### src/rtl/wn_axis_upsizer.sv
// AXI-Stream width upsizer: packs RATIO consecutive DW-bit beats into one wide word,
// lane 0 first, with per-lane keep; a tlast before the word is full flushes it early.
module wn_axis_upsizer #(
   parameter int DW    = 8,
   parameter int RATIO = 4
) (
   input  logic                  clock,
   input  logic                  reset,
   input  logic                  input_tvalid,
   output logic                  input_tready,
   input  logic [DW-1:0]         input_tdata,
   input  logic [7:0]            input_tuser,
   input  logic                  input_tlast,
   output logic                  output_tvalid,
   input  logic                  output_tready,
   output logic [DW*RATIO-1:0]   output_tdata,
   output logic [RATIO-1:0]      output_tkeep,
   output logic [7:0]            output_tuser,
   output logic                  output_tlast
);

   localparam int CW = $clog2(RATIO);
   localparam int AW = DW * (RATIO - 1);

   logic [CW-1:0]       cnt;
   logic [AW-1:0]       acc;
   logic [RATIO-1:0]    kacc;
   logic [7:0]          uacc;
   logic                accept;
   logic                complete;
   logic                out_handshake;
   logic [DW*RATIO-1:0] acc_wide;
   logic [DW*RATIO-1:0] word_next;
   logic [RATIO-1:0]    keep_next;
   logic [7:0]          user_next;

   assign input_tready  = !reset && (!output_tvalid || output_tready);
   assign accept        = input_tvalid && input_tready;
   assign complete      = (cnt == CW'(RATIO - 1)) || input_tlast;
   assign out_handshake = output_tvalid && output_tready;
   assign user_next     = (cnt == '0) ? input_tuser : uacc;
   assign acc_wide      = {{DW{1'b0}}, acc};

   // Candidate word: stored lanes below cnt, current beat in lane cnt, zeros above.
   always_comb begin
      word_next = '0;
      keep_next = kacc;
      for (int i = 0; i < RATIO; i++) begin
         if (i < int'(cnt)) begin
            word_next[i*DW +: DW] = acc_wide[i*DW +: DW];
         end else if (i == int'(cnt)) begin
            word_next[i*DW +: DW] = input_tdata;
            keep_next[i]          = 1'b1;
         end
      end
   end

   // A completing beat reloads the output register even during a handshake,
   // so consecutive words leave without a bubble cycle.
   always_ff @(posedge clock) begin
      if (reset) begin
         cnt           <= '0;
         acc           <= '0;
         kacc          <= '0;
         uacc          <= '0;
         output_tvalid <= 1'b0;
         output_tdata  <= '0;
         output_tkeep  <= '0;
         output_tuser  <= '0;
         output_tlast  <= 1'b0;
      end else begin
         if (accept && complete) begin
            output_tvalid <= 1'b1;
            output_tdata  <= word_next;
            output_tkeep  <= keep_next;
            output_tuser  <= user_next;
            output_tlast  <= input_tlast;
         end else if (out_handshake) begin
            output_tvalid <= 1'b0;
            output_tdata  <= '0;
            output_tkeep  <= '0;
            output_tuser  <= '0;
            output_tlast  <= 1'b0;
         end

         if (accept) begin
            if (cnt == '0) begin
               uacc <= input_tuser;
            end
            if (complete) begin
               cnt  <= '0;
               acc  <= '0;
               kacc <= '0;
            end else begin
               cnt  <= cnt + CW'(1);
               kacc <= keep_next;
               for (int i = 0; i < RATIO - 1; i++) begin
                  if (i == int'(cnt)) begin
                     acc[i*DW +: DW] <= input_tdata;
                  end
               end
            end
         end
      end
   end

endmodule
### config.mk
export PLATFORM = sky130hd
export DESIGN_NAME = wn_axis_upsizer
export DESIGN_NICKNAME = d
export VERILOG_FILES = /design/src/rtl/wn_axis_upsizer.sv
export SDC_FILE = /design/constraint.sdc
export NUM_CORES = 1
export LEC_CHECK = 0
export CAP_MARGIN = 40
export CORE_MARGIN = 2
export CORE_UTILIZATION = 40
export DETAILED_ROUTE_END_ITERATION = 10
export MAX_ROUTING_LAYER = met4
export PLACE_DENSITY = 0.63
export SYNTH_ARGS = -nofsm -noshare
export SYNTH_HDL_FRONTEND = slang
export SYNTH_SLANG_ARGS = --single-unit
### constraint.sdc
create_clock -name clock -period 2.3 [get_ports clock]
set_clock_uncertainty 0.05 [all_clocks]
set_input_delay 0.23 -clock clock [delete_from_list [all_inputs] [get_ports clock]]
set_output_delay 0.23 -clock clock [all_outputs]
set_load 0.05 [all_outputs]
==> results.sh, run 1 <==
export IMPL_outcome="finished clean"
export IMPL_top_level_ports=68
export IMPL_drc=0
export IMPL_netlist_area_um2=3410
export IMPL_grt_max_degree=40
export IMPL_worst_pin_slew_ns=0.709
export IMPL_grt_overflow_total=0
export IMPL_p_sw_frac=0.274
export IMPL_p_per_area_nw_per_um2=657
export IMPL_ys_seq_area_frac=0.493
export IMPL_first_pass_iters=4
export IMPL_irDropWorstVdd_mv=0.420
export IMPL_hold_viol=0
export IMPL_cp_max_fo=8
export IMPL_cts_resized=0
export IMPL_grt_pass1_wl_um=12400
export IMPL_cts_tree="yes"
export IMPL_cts_sinks=84
export IMPL_rsz0062_at_grt="false"
export IMPL_power_leakage_nw=1.59
export IMPL_drt_initial_drc_count=181
export IMPL_syn_nets=353
export IMPL_fmax_mhz=520
export IMPL_drt_vias_per_instance=5.37
export IMPL_die_area_um2=9290
export IMPL_coreArea_um2=8260
export IMPL_post_cts_buffers=0
export IMPL_dp_worst_setup_slack_ns=0.202
export IMPL_cts_buffers=9
export IMPL_fin_setup_tns_ns=0
export IMPL_nFillCells=763
export IMPL_worst_setup_path_start_kind="flop"
export IMPL_yosys_top_cells_area="dfxtp_1, o2bb2ai_1, o32ai_1"
export IMPL_maxCapViolCount=0
export IMPL_syn_inst=326
export IMPL_grt_pass1_vias=2451
export IMPL_track_usage=0.181
export IMPL_die_w_um=96.4
export IMPL_avgSynthCellArea_um2=10.5
export IMPL_cts_hold_buf=0
export IMPL_nNetsFinal=414
export IMPL_die_y_um=96.4
export IMPL_drv_slew=0
export IMPL_worst_setup_path_type="flop to output port"
export IMPL_min_path_type="flop to flop"
export IMPL_seq_power_share=0.533
export IMPL_cts_htree_levels=3
export IMPL_yosys_register_bits=84
export IMPL_required_ns=2.02
export IMPL_synth_cell_types=34
export IMPL_clk_pin_slew_ns=0.08
export IMPL_fin_ws_ns=0.375
export IMPL_start_util=0.413
export IMPL_yosysTopAreaCell="dfxtp_1"
export IMPL_drive_gt1_frac=0.130
export IMPL_globalplace_congestion=0.864
export IMPL_whs_ns=0.417
export IMPL_period_share=0.837
export IMPL_yosys_warnings=0
export IMPL_switchingPower_uw=778
export IMPL_crit_path_end_kind="output port"
export IMPL_final_antenna_net_count=0
export IMPL_place_hpwl_um=5360
export IMPL_fin_crit_ns=1.92
export IMPL_antenna_found_initial=0
export IMPL_clkPwrFrac=0.340
export IMPL_numPortBuffers=67
export IMPL_clock_latency_ns=0.35
export IMPL_vias=2670
export IMPL_combPwrFrac=0.127
export IMPL_setup_viol=0
export IMPL_row_count=33
export IMPL_wl_um=7740
export IMPL_p_int_mw=2.07
export IMPL_area_delta_synth_final_pct=26.8
export IMPL_clockBufferDepth=2
export IMPL_diodes=0
export IMPL_slew_headroom=0.525
export IMPL_multi_input_area_um2=1470
export IMPL_seq_area_um2=1680
export IMPL_wl_per_cell_um=15.6
export IMPL_root_buffer="clkbuf_8"
export IMPL_arrival_ns=1.64
export IMPL_yosys_area_top_type_share=0.493
## metal layers
layer / track usage / vias up / share of wire
met2: 0.264 / 80 / 0.45
met5: - / - / 0
li1: - / 1323 / -
met3: 0.0559 / 4 / 0.058
met4: 0.0458 / 0 / 0.0067
met1: 0.244 / 1263 / 0.49
## Yosys cell counts (all sizes together)
| cell | count |
|---|---|
| nand2 | 24 |
| nor2 | 6 |
| nand3 | 4 |
| or2 | 1 |
| nand2b | 1 |
| a21o | 1 |
| ha | 6 |
| nor2b | 13 |
| mux2 | 8 |
| and3 | 1 |
| dlymetal6s2s | 1 |
| a221oi | 1 |
| o21ai | 10 |
| a22oi | 8 |
| a31oi | 3 |
| a32o | 9 |
| and2b | 1 |
| a21oi | 3 |
| nand4 | 2 |
| dfxtp | 84 |
| nor3 | 10 |
| inv | 27 |
| a22o | 9 |
| o32ai | 24 |
| mux2i | 16 |
| o2bb2ai | 27 |
| buf | 19 |
| or2b | 1 |
| clkbuf | 6 |
## sequential cells by signal (all words and copies together) (netlist names)
signal / flops
kacc: 4
acc: 24
uacc: 8
output_tdata: 32
output_tkeep: 4
cnt: 2
output_tvalid: 1
output_tuser: 8
output_tlast: 1
## through the flow
stage               utilization  std cells  power (mW)  instance area, um2
finish                    0.524        497        2.85                4330
global route              0.524        497        2.97                4330
CTS                       0.524        497        2.88                4330
detailed placement        0.502        481        1.91                4140
global placement          0.502        481        1.91                4140
floorplan                     -        326        1.78                3410
## path summary, 6_finish.rpt
| path | endpoint | slack (ns) | cells after the start | from |
|---|---|---|---|---|
| worst max-delay path | input_tready | 0.38 | 3 | output_tvalid |
| worst min-delay path | output_tdata[15] | 0.42 | 1 | output_tdata[15] |
| worst max register to register | output_tdata[20] | 0.39 | 5 | cnt[0] |
| worst min register to register | output_tdata[15] | 0.42 | 1 | output_tdata[15] |
## kinds of logic after synthesis
family                   count (synthesis)  synth area share
AO/OA/AOI/OAI                           95             0.236
adder cells (fa/ha/maj)                  6            0.0220
buffers and inverters                   53            0.0770
flip-flops                              84             0.493
multiplexers                            24            0.0733
AND/OR/NAND/NOR                         64            0.0990
## final cells by class
class,instances,share of cell area
sequential,84,0.388
multi-input combinational,189,0.339
timing repair buffer,76,0.176
clock buffer,10,0.0318
tap,105,0.0303
inverter,27,0.0234
clock inverter,6,0.0110
## worst max-delay path, cell delays in order, from the launching register on
cell and delay (ns):
dfxtp_1 0.42, nor2b_1 0.53, nor2_1 0.16, buf_12 0.19
## power by group through the flow
stage          sequential (mW)  combinational, mW  clock (mW)
3_3_place_gp              1.55              0.358           0
6_report                  1.52              0.360       0.967
2_1_floorplan             1.62              0.165           0
4_1_cts                   1.52              0.362        1.00
5_1_grt                   1.52              0.388        1.06
3_5_place_dp              1.55              0.360           0
## layout by cell type (no fill, tap or decap), types with 4 or more instances in the layout
cell type | Yosys | layout
clkbuf_8 | 0 | 10
o2bb2ai_1 | 27 | 27
nor3_2 | 4 | 4
clkdlybuf4s50_1 | 0 | 66
a32o_1 | 9 | 9
ha_1 | 6 | 6
a22o_2 | 9 | 9
mux2i_1 | 16 | 16
dfxtp_1 | 84 | 84
o32ai_1 | 24 | 24
nor2b_1 | 13 | 13
buf_4 | 1 | 8
a22oi_1 | 8 | 8
nor3_1 | 6 | 6
o21ai_0 | 10 | 10
nand2_1 | 24 | 24
inv_1 | 27 | 27
nor2_1 | 6 | 6
mux2_2 | 8 | 8
Note: power is estimated with default switching activity, not from simulation.
==> run 2: changes to the inputs <==
clock period = 1.9 ns   (was 2.3 ns; I/O delays follow)
==> results.sh, run 2 (same netlist as run 1, synthesis figures left out) <==
export IMPL_nNetsFinal=427
export IMPL_first_pass_iters=4
export IMPL_vias=2708
export IMPL_top_level_ports=68
export IMPL_antenna_found_initial=0
export IMPL_wl_per_cell_um=15.2
export IMPL_cts_tree="yes"
export IMPL_hold_viol=0
export IMPL_diodes=0
export IMPL_clockBufferDepth=2
export IMPL_period_share=0.936
export IMPL_grt_max_degree=31
export IMPL_clk_pin_slew_ns=0.08
export IMPL_path_buf_inv=1
export IMPL_place_hpwl_um=5610
export IMPL_seq_area_um2=1680
export IMPL_row_count=33
export IMPL_drive_gt1_frac=0.156
export IMPL_required_ns=1.66
export IMPL_slew_headroom=0.531
export IMPL_final_antenna_net_count=0
export IMPL_slowest_delay_ns=0.81
export IMPL_regMostFlops="output_tdata"
export IMPL_use_met3=0.0442
export IMPL_numPortBuffers=67
export IMPL_p_per_area_nw_per_um2=771
export IMPL_cp_top_family="buffers and inverters"
export IMPL_cts_resized=0
export IMPL_fin_setup_tns_ns=0
export IMPL_post_cts_buffers=0
export IMPL_rsz0062_at_grt="false"
export IMPL_nFillCells=779
export IMPL_start_util=0.413
export IMPL_largest_reg_flops=32
export IMPL_cts_hold_buf=0
export IMPL_worst_setup_path_start_kind="flop"
export IMPL_root_buffer="clkbuf_8"
export IMPL_grt_overflow_total=0
export IMPL_drt_initial_drc_count=136
export IMPL_die_area_um2=9290
export IMPL_cp_cell_sequence="clkdlybuf4s50_1"
export IMPL_irDropWorstVdd_mv=0.512
export IMPL_layout_commonest_cell="dfxtp_1"
export IMPL_die_y_um=96.4
export IMPL_crit_path_end_kind="output port"
export IMPL_grt_use_met1=0.236
export IMPL_cts_sinks=84
export IMPL_worst_setup_path_type="flop to output port"
export IMPL_clock_latency_ns=0.35
export IMPL_drc=0
export IMPL_area_delta_synth_final_pct=29.5
export IMPL_power_leakage_nw=1.65
export IMPL_fmax_mhz=563
export IMPL_drt_vias_per_instance=5.31
export IMPL_coreArea_um2=8260
export IMPL_arrival_ns=1.54
export IMPL_die_w_um=96.4
export IMPL_cts_htree_levels=3
export IMPL_min_path_type="flop to flop"
export IMPL_layout_common_cells="dfxtp_1, clkdlybuf4s50_1, inv_1, o2bb2ai_1"
export IMPL_final_util=0.535
export IMPL_fin_ws_ns=0.122
export IMPL_track_usage=0.181
export IMPL_grt_pass1_vias=2617
export IMPL_use_met2=0.272
export IMPL_cp_max_fo=5
export IMPL_globalplace_congestion=0.830
export IMPL_drv_slew=0
export IMPL_multi_input_area_um2=1470
export IMPL_outcome="finished clean"
export IMPL_wl_um=7760
export IMPL_reg_top3="output_tdata: 32 flops, acc: 24 flops"
export IMPL_crit_path_top_delay_cell="clkdlybuf4s50_1"
export IMPL_setup_viol=0
export IMPL_fin_crit_ns=1.78
export IMPL_worst_pin_slew_ns=0.701
export IMPL_grt_pass1_wl_um=12400
export IMPL_dp_worst_setup_slack_ns=0.118
export IMPL_cts_buffers=9
export IMPL_maxCapViolCount=0
export IMPL_grt_busiest_layer="met2"
==> run 2: changes by cell type in the layout (fill, tap and decap cells not counted) <==
cell	delta
clkbuf_1	+2
clkbuf_8	-1
clkinv_4	-3
clkinv_2	+1
inv_6	+1
dfxtp_2	+1
buf_12	+1
buf_4	+12
dfxtp_1	-1
==> run 2: cell type report <==
| class | instances | share of cell area |
|---|---|---|
| multi-input combinational | 189 | 0.332 |
| clock inverter | 5 | 0.00792 |
| clock buffer | 11 | 0.0297 |
| inverter | 27 | 0.0229 |
| sequential | 84 | 0.381 |
| tap | 105 | 0.0297 |
| timing repair buffer | 89 | 0.197 |
==> run 2: power breakdown <==
group | internal [mW] | switching [mW]
logic | 0.191 | 0.267
registers | 1.81 | 0.0273
clock network | 0.480 | 0.632
==> run 2: worst paths after layout <==
check / start / to / slack [ns] / cells after the start
hold / removal: output_tuser[2] / output_tuser[2] / 0.42 / 1
hold reg to reg: output_tuser[2] / output_tuser[2] / 0.42 / 1
setup / recovery: output_tvalid / output_tvalid / 0.12 / 1
setup reg to reg: cnt[0] / output_tdata[2] / 0.24 / 5
==> run 2: per-stage QoR <==
stage	hold WS [ns]	power, mW	cell area, um2	std cells
2_1_floorplan	0.284	2.16	3410	326
3_3_place_gp	0.400	2.33	4260	494
3_5_place_dp	0.395	2.34	4260	494
4_1_cts	0.414	3.45	4420	510
5_1_grt	0.421	3.55	4420	510
6_report	0.417	3.41	4420	510
==> run 2: per-layer routing <==
layer	vias to the layer above	wire length, um
li1	1341	-
met1	1284	3690
met2	73	3510
met3	10	461
met4	0	103
met5	-	0
==> run 3: changes to the inputs <==
PLACE_DENSITY = 0.62   (was 0.63)
==> results.sh, run 3 (same netlist as run 1, synthesis figures left out) <==
export IMPL_grt_overflow_total=0
export IMPL_slowest_delay_ns=0.82
export IMPL_worst_pin_slew_ns=0.680
export IMPL_vias=2691
export IMPL_stdcell_count=509
export IMPL_setup_viol=0
export IMPL_slew_headroom=0.545
export IMPL_worst_setup_path_start_kind="flop"
export IMPL_start_util=0.413
export IMPL_clk_pin_slew_ns=0.08
export IMPL_final_util=0.537
export IMPL_arrival_ns=1.56
export IMPL_cts_htree_levels=3
export IMPL_antenna_found_initial=0
export IMPL_die_w_um=96.4
export IMPL_grt_pass1_wl_um=13100
export IMPL_cts_sinks=84
export IMPL_fmax_mhz=556
export IMPL_cts_resized=0
export IMPL_period_share=0.947
export IMPL_largest_reg_flops=32
export IMPL_cts_hold_buf=0
export IMPL_r2r_slack_ns=0.23
export IMPL_path_buf_inv=1
export IMPL_power_leakage_nw=1.65
export IMPL_place_hpwl_um=5540
export IMPL_required_ns=1.66
export IMPL_die_y_um=96.4
export IMPL_globalplace_congestion=0.875
export IMPL_clock_latency_ns=0.35
export IMPL_whs_ns=0.420
export IMPL_diodes=0
export IMPL_maxCapViolCount=0
export IMPL_crit_path_top_delay_cell="clkdlybuf4s50_1"
export IMPL_drive_gt1_frac=0.151
export IMPL_cp_max_fo=5
export IMPL_final_antenna_net_count=0
export IMPL_min_path_type="flop to flop"
export IMPL_fin_crit_ns=1.80
export IMPL_layout_commonest_cell="dfxtp_1"
export IMPL_track_usage=0.189
export IMPL_dp_worst_setup_slack_ns=0.112
export IMPL_regMostFlops="output_tdata"
export IMPL_grt_pass1_vias=2622
export IMPL_area_delta_synth_final_pct=29.8
export IMPL_fin_area_um2=4430
export IMPL_drc=0
export IMPL_row_count=33
export IMPL_p_per_area_nw_per_um2=807
export IMPL_fin_ws_ns=0.101
export IMPL_post_cts_buffers=0
export IMPL_rsz0062_at_grt="false"
export IMPL_place_area_um2=4240
export IMPL_wl_um=7990
export IMPL_outcome="finished clean"
export IMPL_drv_slew=0
export IMPL_drt_initial_drc_count=155
export IMPL_clockBufferDepth=2
export IMPL_cts_buffers=9
export IMPL_fin_setup_tns_ns=0
export IMPL_cts_tree="yes"
export IMPL_numPortBuffers=67
export IMPL_die_area_um2=9290
export IMPL_reg_top3="output_tdata: 32 flops, acc: 24 flops"
export IMPL_irDropWorstVdd_mv=0.528
export IMPL_nFillCells=770
export IMPL_top_level_ports=68
export IMPL_nNetsFinal=426
export IMPL_coreArea_um2=8260
export IMPL_grt_max_degree=46
export IMPL_cp_top_family="buffers and inverters"
export IMPL_dp_cells=493
export IMPL_first_pass_iters=4
export IMPL_hold_viol=0
export IMPL_design_power_total_mw=3.58
export IMPL_layout_common_cells="dfxtp_1, clkdlybuf4s50_1, inv_1, o2bb2ai_1"
export IMPL_crit_path_end_kind="output port"
export IMPL_worst_setup_path_type="flop to output port"
export IMPL_drt_vias_per_instance=5.29
export IMPL_root_buffer="clkbuf_8"
export IMPL_wl_per_cell_um=15.7
export IMPL_cp_cell_sequence="clkdlybuf4s50_1"
[run 3: layout make-up]
type | instances | area [um2] | share of cell area
Clock buffer | 13 | 149 | 0.0336
Inverter | 27 | 101 | 0.0229
Clock inverter | 3 | 46.3 | 0.0104
Tap cell | 105 | 131 | 0.0297
Sequential cell | 84 | 1680 | 0.380
Multi-Input combinational cell | 189 | 1470 | 0.332
Timing Repair Buffer | 88 | 851 | 0.192
[run 3: worst register-to-register path, delay by kind of cell (launching register included)]
| family | cells | cell delay, ns |
|---|---|---|
| buf+inv | 2 | 0.46 |
| compound gates | 1 | 0.11 |
| flops | 1 | 0.45 |
| fa+ha+maj | 1 | 0.21 |
| simple gates | 2 | 0.27 |
[run 3: worst paths after layout]
path	startpoint	end	cells past startpoint
setup / recovery	output_tvalid	output_tvalid	1
hold / removal	output_tdata[1]	output_tdata[1]	1
setup reg to reg	cnt[1]	acc[14]	6
hold reg to reg	output_tdata[1]	output_tdata[1]	1
[run 3: report_power, final]
group / total (mW) / leakage [nW] / internal (mW) / switching, mW
registers: 1.84 / 0.682 / 1.81 / 0.0280
clock network: 1.28 / 0.0938 / 0.649 / 0.634
logic: 0.454 / 0.870 / 0.186 / 0.268
[run 3: layer usage]
metal,part of all wire,vias up,track usage
met5,0,-,-
met4,0.013,0,0.0563
met3,0.043,10,0.0427
met2,0.45,58,0.280
met1,0.49,1277,0.259
li1,-,1346,-
